### src/rtl/cpu_types_pkg.sv
// Shared CPU types: instruction-cache address view, frame layout and FSM states.
package cpu_types_pkg;

   localparam int unsigned ICACHE_SETS = 16;
   localparam int unsigned ICACHE_IDX  = $clog2(ICACHE_SETS);
   localparam int unsigned ICACHE_TAGW = 30 - ICACHE_IDX;

   typedef struct packed {
      logic [ICACHE_TAGW-1:0] tag;
      logic [ICACHE_IDX-1:0]  idx;
      logic [1:0]             bytoff;
   } icachef_t;

   typedef struct packed {
      logic                   valid;
      logic [ICACHE_TAGW-1:0] tag;
      logic [31:0]            data;
   } icache_frame_t;

   typedef enum logic {
      IDLE,
      FETCH
   } icache_state_t;

endpackage

### src/rtl/icache_array.sv
// Direct-mapped frame store: synchronous write, combinational read, valid bits cleared on reset.
module icache_array
   import cpu_types_pkg::*;
#(
   parameter int unsigned SETS = 16,
   parameter int unsigned IDX  = $clog2(SETS),
   parameter int unsigned TAGW = 30 - IDX
) (
   input  logic            CLK,
   input  logic            RST,
   input  logic            we_i,
   input  logic [IDX-1:0]  widx_i,
   input  logic [TAGW-1:0] wtag_i,
   input  logic [31:0]     wdata_i,
   input  logic [IDX-1:0]  ridx_i,
   output logic            rvalid_o,
   output logic [TAGW-1:0] rtag_o,
   output logic [31:0]     rdata_o
);

   logic [SETS-1:0] valid_q;
   logic [TAGW-1:0] tag_q  [SETS];
   logic [31:0]     data_q [SETS];

   // Reset wins over a same-edge fill, so an interrupted fill never becomes valid.
   always_ff @(posedge CLK) begin
      if (RST) begin
         valid_q <= '0;
      end else if (we_i) begin
         valid_q[widx_i] <= 1'b1;
      end
   end

   always_ff @(posedge CLK) begin
      if (we_i) begin
         tag_q[widx_i]  <= wtag_i;
         data_q[widx_i] <= wdata_i;
      end
   end

   assign rvalid_o = valid_q[ridx_i];
   assign rtag_o   = tag_q[ridx_i];
   assign rdata_o  = data_q[ridx_i];

endmodule

### src/rtl/icache.sv
// Direct-mapped read-only instruction cache: hit/miss FSM, single-word fill with bypass, perf counters.
module icache
   import cpu_types_pkg::*;
#(
   parameter int unsigned SETS = 16
) (
   input  logic        CLK,
   input  logic        RST,
   input  logic        imemREN,
   input  logic [31:0] imemaddr,
   output logic        ihit,
   output logic [31:0] imemload,
   output logic        iREN,
   output logic [31:0] iaddr,
   input  logic        iwait,
   input  logic [31:0] iload,
   output logic [31:0] hit_count,
   output logic [31:0] miss_count
);

   localparam int unsigned IDX  = $clog2(SETS);
   localparam int unsigned TAGW = 30 - IDX;

   icache_state_t state_q, state_d;
   logic [31:0]   miss_addr_q, miss_addr_d;
   logic [31:0]   hit_cnt_q, miss_cnt_q;
   logic          hit_inc, miss_inc, fill_we;

   logic [TAGW-1:0] tag;
   logic [IDX-1:0]  idx;
   logic            rvalid;
   logic [TAGW-1:0] rtag;
   logic [31:0]     rdata;

   assign tag = imemaddr[31:IDX+2];
   assign idx = imemaddr[IDX+1:2];

   icache_array #(
      .SETS (SETS),
      .IDX  (IDX),
      .TAGW (TAGW)
   ) u_array (
      .CLK      (CLK),
      .RST      (RST),
      .we_i     (fill_we),
      .widx_i   (miss_addr_q[IDX+1:2]),
      .wtag_i   (miss_addr_q[31:IDX+2]),
      .wdata_i  (iload),
      .ridx_i   (idx),
      .rvalid_o (rvalid),
      .rtag_o   (rtag),
      .rdata_o  (rdata)
   );

   always_comb begin
      state_d     = state_q;
      miss_addr_d = miss_addr_q;
      ihit        = 1'b0;
      imemload    = '0;
      iREN        = 1'b0;
      iaddr       = '0;
      fill_we     = 1'b0;
      hit_inc     = 1'b0;
      miss_inc    = 1'b0;
      unique case (state_q)
         IDLE: begin
            if (imemREN) begin
               if (rvalid && (rtag == tag)) begin
                  ihit     = 1'b1;
                  imemload = rdata;
                  hit_inc  = 1'b1;
               end else begin
                  // Byte offset is forced to zero; the AND keeps the ignored bits referenced.
                  miss_addr_d = {imemaddr[31:2], imemaddr[1:0] & 2'b00};
                  miss_inc    = 1'b1;
                  state_d     = FETCH;
               end
            end
         end
         FETCH: begin
            iREN  = 1'b1;
            iaddr = miss_addr_q;
            if (!iwait) begin
               fill_we = 1'b1;
               state_d = IDLE;
               if (imemREN && (imemaddr[31:2] == miss_addr_q[31:2])) begin
                  ihit     = 1'b1;
                  imemload = iload;
               end
            end
         end
         default: state_d = IDLE;
      endcase
   end

   always_ff @(posedge CLK) begin
      if (RST) begin
         state_q     <= IDLE;
         miss_addr_q <= '0;
         hit_cnt_q   <= '0;
         miss_cnt_q  <= '0;
      end else begin
         state_q     <= state_d;
         miss_addr_q <= miss_addr_d;
         if (hit_inc && (hit_cnt_q != '1)) begin
            hit_cnt_q <= hit_cnt_q + 32'd1;
         end
         if (miss_inc && (miss_cnt_q != '1)) begin
            miss_cnt_q <= miss_cnt_q + 32'd1;
         end
      end
   end

   assign hit_count  = hit_cnt_q;
   assign miss_count = miss_cnt_q;

endmodule

### config.mk
export PLATFORM = sky130hd
export DESIGN_NAME = icache
export DESIGN_NICKNAME = d
export VERILOG_FILES = /design/src/rtl/cpu_types_pkg.sv /design/src/rtl/icache_array.sv /design/src/rtl/icache.sv
export SDC_FILE = /design/constraint.sdc
export NUM_CORES = 1
export LEC_CHECK = 0
export ABC_AREA = 1
export BUFFER_PORTS_ARGS = -buffer_cell sky130_fd_sc_hd__buf_2
export CAP_MARGIN = 40
export CELL_PAD_IN_SITES_DETAIL_PLACEMENT = 1
export CELL_PAD_IN_SITES_GLOBAL_PLACEMENT = 2
export CORE_AREA = 2 2 270 406
export CTS_BUF_LIST = sky130_fd_sc_hd__clkbuf_8
export DETAILED_ROUTE_END_ITERATION = 12
export DIE_AREA = 0 0 272 408
export GPL_TIMING_DRIVEN = 1
export PLACE_DENSITY_LB_ADDON = 0.1
export SLEW_MARGIN = 5
export SYNTH_ARGS = -nofsm -noshare
export SYNTH_HDL_FRONTEND = slang
export SYNTH_SLANG_ARGS = --single-unit
### constraint.sdc
create_clock -name CLK -period 5.2 [get_ports CLK]
set_input_delay 1.04 -clock CLK [delete_from_list [all_inputs] [get_ports CLK]]
set_output_delay 1.04 -clock CLK [all_outputs]
set_load 0.01 [all_outputs]
# After elaboration in Yosys (flattened, before gate mapping)
# Memory sizes are Yosys's and may differ from the RTL's.
# Index checks and enable logic that the tools add are counted.
# totals
memories,2
register_bits,111
ramBits,928
wordCells,51
# classes
add_sub_neg,2
order_cmp,3
mux,26
reduce_logical,6
bitwise,3
n_eq_ne,4
# memory_table
memory,depth,word_bits,read_ports,rd_clocked_by_memory_dff,write_ports,line,rtl
u_array.data_q,16,32,1,0,1,icache_array.sv:23,logic [31:0] data_q [SETS];
u_array.tag_q,16,26,1,0,1,icache_array.sv:22,logic [TAGW-1:0] tag_q [SETS];
# ops
op,count
$mux W32,5
$add A32 B1 Y32 const B,2
$ne A32 B32 Y1 const B,2
$pmux W32 S2,1
$eq A30 B30 Y1,1
$eq A26 B26 Y1,1
$mux W1,16
$or A16 B16 Y16,1
$lt A4 B5 Y1 const B,2
$logic_and A1 B1 Y1,5
$bmux W1 S4,1
$demux W1 S4,1
$ge A4 B1 Y1 const B,1
$pmux W1 S2,2
$reduce_and A3 Y1,1
$not A1 Y1,2

# Depth between registers and ports, before layout
# depth
depth_word,7
ltp_mapped,24

# Cells and area by module
# Synthesis repeated with hierarchy kept, for this count alone.
# hier_totals
cells_unflattened,5315
area_unflattened_um2,48177.5
# modules_own_cells
module,seq_area_each_um2,area_each_um2,instances,cells_each
icache_array,28187.0,40314.9,1,3866
icache,1901.8,7862.5,1,1449

# Worst setup path before layout
# OpenSTA, ideal clock, no wires.
# synth_path
path_type,in2reg
start,input iwait
end,memory u_array.data_q[12][0] (enable)
t_required_ns,4.724
stages,3
arrival_ns,3.809
slack_ns,0.915
path_cell_list,nor2_1 nand3_1 nor2_1
# synth_via
elab_chain_cells,4
# synth_rtl
item,line,rtl
"start, declared",icache.sv:15,"input logic iwait,"
$mux W1,icache.sv:83,if (!iwait) begin
$mux W1,icache.sv:65,unique case (state_q)
$mux W1,icache_array.sv:35,if (we_i) begin
$mux W1 (not written as such),icache_array.sv:37,data_q[widx_i] <= wdata_i;
"end, declared",icache_array.sv:23,
# No other way between the ends.

# Worst setup path after layout
# layout_path
start,input imemaddr[2]
end,output imemload[22]
# layout_via
elab_chain_cells,6
word_cells_on_any_way,13
cone_classes,eq/ne (2); mux (7); reduce/logical (2); memory (2)
# layout_rtl
item,line,rtl
"start, declared",icache.sv:10,"input logic [31:0] imemaddr,"
$mem_v2 Z16 W26 / $bmux W1 S4 (equally long branches),-,
$eq A26 B26 Y1 / $mux W1 (equally long branches),"icache.sv:68, icache_array.sv:41",
$logic_and A1 B1 Y1,icache.sv:68,if (rvalid && (rtag == tag)) begin
$mux W32,icache.sv:68,
$mux W32,icache.sv:67,if (imemREN) begin
$pmux W32 S2 (*),icache.sv:65,
"end, declared",icache.sv:12,"output logic [31:0] imemload,"
# Every way passes the cells marked *; elsewhere a longest branch is shown, timed or not. The select of a mux whose other input is x is not followed.

==> impl_metrics.json <==
{
  "status": "finished, final reports clean",
  "power.internal_uw": 12700,
  "drtAntennaViolNets": 0,
  "dr.pass1.iters": 5,
  "ctsLongestPathBuffers": 3,
  "setup_viol": 0,
  "hpwl_mm": 85.3,
  "crit_fanout": 38,
  "die_area_um2": 111000,
  "cts_root_buf": "clkbuf_8",
  "synth-async-reset-ratio_pct": 0,
  "dieHeight_um": 408,
  "relSlewSlack_pct": 38.3,
  "synth.area.top_cells": "edfxtp_1 (62%), nand2_1 (9.7%), dfxtp_1 (5.0%)",
  "hold_viol": 0,
  "wire_per_inst_um": 24.0,
  "grt_usage_pct": 26.4,
  "synth.distinct_cells": 44,
  "drive_gt1_share_pct": 11.9,
  "tightest_slew_ns": 0.926,
  "num-nets-final": 4606,
  "synth_ff_type": "edfxtp_1",
  "via_per_inst": 5.45,
  "crit_type": "in -> out",
  "placed_cells": 5797,
  "synth_top_cell_area_share_pct": 62.1,
  "ff2ff_path_depth": 14,
  "finalSetupTns_ns": 0,
  "syn_inst": 4300,
  "cts_hold_buffers": 0,
  "path_clk_slew_ns": 0.06,
  "antenna_found_initial": 8,
  "r2r_start": "miss_count[0]",
  "r2r_setup_slack_ns": 2.03,
  "slew_viol_final": 0,
  "critPathCapture": "imemload[22]",
  "leakage_uw": 0.0199,
  "startpoint": "imemaddr[2]",
  "p_sw_uw": 4340,
  "cts_resized": 0,
  "grt_pass1_vias": 34503,
  "yosysWarningCount": 0,
  "p_sw_share_pct": 25.5,
  "vdd_ir_drop_max_mv": 0.229,
  "cts_tree": "built",
  "drc": 0,
  "cts_max_level": 4,
  "ys_ff_latch": 1039,
  "crit_arrival_ns": 3.89,
  "yosysMostFrequentCell": "nand2_1",
  "yosysTopAreaCell": "edfxtp_1",
  "syn_avg_cell_area_um2": 10.4,
  "max_cap_viol_count": 0,
  "worstSetupEndpointType": "output pin",
  "power_frac_seq_pct": 54.4,
  "power_density_nw_per_um2": 333,
  "cp-start-kind": "input port",
  "coreArea_um2": 108000,
  "synth_edf_count": 928,
  "netlist_area_um2": 44900,
  "period_needed_ns": 4.93,
  "cts_buffers": 162,
  "gp_congestion": 0.834,
  "period_share_pct": 94.9,
  "holdCritPathClass": "in -> reg",
  "r2r_end": "miss_count[24]",
  "max_freq_mhz": 203,
  "row_count": 148,
  "final_util_pct": 47.5,
  "rsz0062_at_grt": "no",
  "finalNonFillerCells": 6097,
  "vias": 33254,
  "grt_start_max_net_pins": 141,
  "clock_sinks": 1039,
  "fp.dieW_um": 272,
  "drtIter0Drc": 2198,
  "area_delta_synth_final_pct": 13.9,
  "skew_ns": 0.0477,
  "worst_ep_required_time_ns": 4.16,
  "portBuffers": 193,
  "pin_count": 198,
  "grt_pass1_wl_mm": 219,
  "seq_area_frac_synth_pct": 67.1,
  "wirelength_mm": 146,
  "pwr-share-comb_pct": 7.4,
  "power_frac_clock_pct": 38.2,
  "initial_core_util_pct": 41.7,
  "gr-total-overflow": 0,
  "clk_latency_ns": 0.89,
  "post-cts-setup-buffer-count": 0,
  "synthTopCellsByCount": "nand2_1 (1,163), edfxtp_1 (928), nand3_1 (404), inv_1 (379), nor2_1 (337)"
}
registers in the layout, summed over array words and instances (netlist names):
signal	cells
miss_addr_q	30
u_array.data_q	512
u_array.valid_q	16
u_array.tag_q	416
hit_count	32
state_q	1
miss_count	32
worst min-delay path by stage:
stage / from / endpoint / slack, ns / depth (start not counted)
detailed placement: u_array.valid_q[2] / u_array.valid_q[2] / 0.45 / 1
floorplan: u_array.valid_q[0] / u_array.valid_q[0] / 0.43 / 2
global route: imemaddr[13] / miss_addr_q[13] / 0.41 / 3
CTS: iwait / state_q / 0.38 / 3
global placement: u_array.valid_q[2] / u_array.valid_q[2] / 0.44 / 1
finish: iwait / state_q / 0.46 / 3
through the flow:
step	instance area (um^2)	setup WS [ns]	hold WS, ns	total power [uW]
2_1_floorplan	44900	0.915	0.435	10100
3_3_place_gp	48000	0.247	0.444	10700
4_1_cts	51100	0.251	0.376	17200
6_report	51100	0.266	0.460	17000
3_5_place_dp	48100	0.268	0.453	10700
5_1_grt	51100	0.0559	0.413	17600
power by group through the flow:
stage / registers (uW) / logic, uW / clock network [uW]
2_1_floorplan: 9420 / 694 / 0
3_3_place_gp: 9430 / 1230 / 0
3_5_place_dp: 9430 / 1260 / 0
4_1_cts: 9260 / 1260 / 6660
5_1_grt: 9260 / 1380 / 7000
6_report: 9260 / 1250 / 6500
layout make-up:
| class | count | area [um^2] |
|---|---|---|
| diodes | 5 | 12.5 |
| clock buffers | 166 | 2280 |
| clock inverters | 129 | 676 |
| fillers | 11777 | 56500 |
| inverters | 383 | 1470 |
| multi-input cells | 2623 | 12300 |
| flip-flops and latches | 1039 | 30100 |
| well taps | 1425 | 1780 |
| repair buffers | 327 | 2520 |
cells by family after synthesis:
group | count (synthesis) | synth area share [%]
DFF | 1039 | 67.1
buffers and inverters | 639 | 5.94
other | 1 | 0.00836
and+or+nand+nor | 2024 | 18.7
AOI/OAI and AO/OA | 585 | 8.00
xor gates and xnor gates | 10 | 0.195
adders and majority gates | 2 | 0.0558
critical path: stages:
cell and delay [ns]:
buf_8 0.12, inv_8 0.26, buf_12 0.28, buf_12 0.18, nand2_1 0.05, nand2_1 0.06
nand2_1 0.05, nand3_1 0.10, nand3_1 0.15, nand3_1 0.18, nand2_1 0.07, nor2_1 0.09
nand2_1 0.06, nor2_1 0.11, nand2_1 0.11, nor2_4 0.12, buf_12 0.26, buf_4 0.19
o2111ai_1 0.12, nand2_1 0.10, buf_2 0.13
per-layer routing:
| layer | global-route usage [%] | vias up | part of all wire [%] |
|---|---|---|---|
| li1 | - | 15360 | - |
| met2 | 46.7 | 729 | 51 |
| met5 | 0 | - | 0 |
| met3 | 3.92 | 219 | 4.0 |
| met4 | 8.63 | 0 | 2.7 |
| met1 | 32.9 | 16946 | 42 |
cell usage in the layout (no fill, tap or decap), types with 3 or more instances in the layout:
cell and n:
nand3_1 404, edfxtp_1 928, clkinv_1 42, o21a_1 12, xor2_1 3, clkbuf_8 167
a221o_1 6, clkinv_8 3, o21ai_0 115, nor2_4 20, nor3_1 30, buf_12 35
a22o_1 5, a21oi_1 252, inv_6 5, dfxtp_1 110, nand4_1 70, nor4_1 10
a32o_1 6, o22ai_1 6, a221oi_1 117, bufinv_16 3, buf_2 189, o21ai_1 29
o2111ai_1 7, inv_8 4, inv_1 434, xnor2_1 7, diode_2 5, clkinv_2 16
buf_4 96, nor2_1 319, clkinvlp_4 4, o211ai_1 28, nand2_1 1162, buf_16 4
Note: power is estimated with default switching activity, not from simulation.
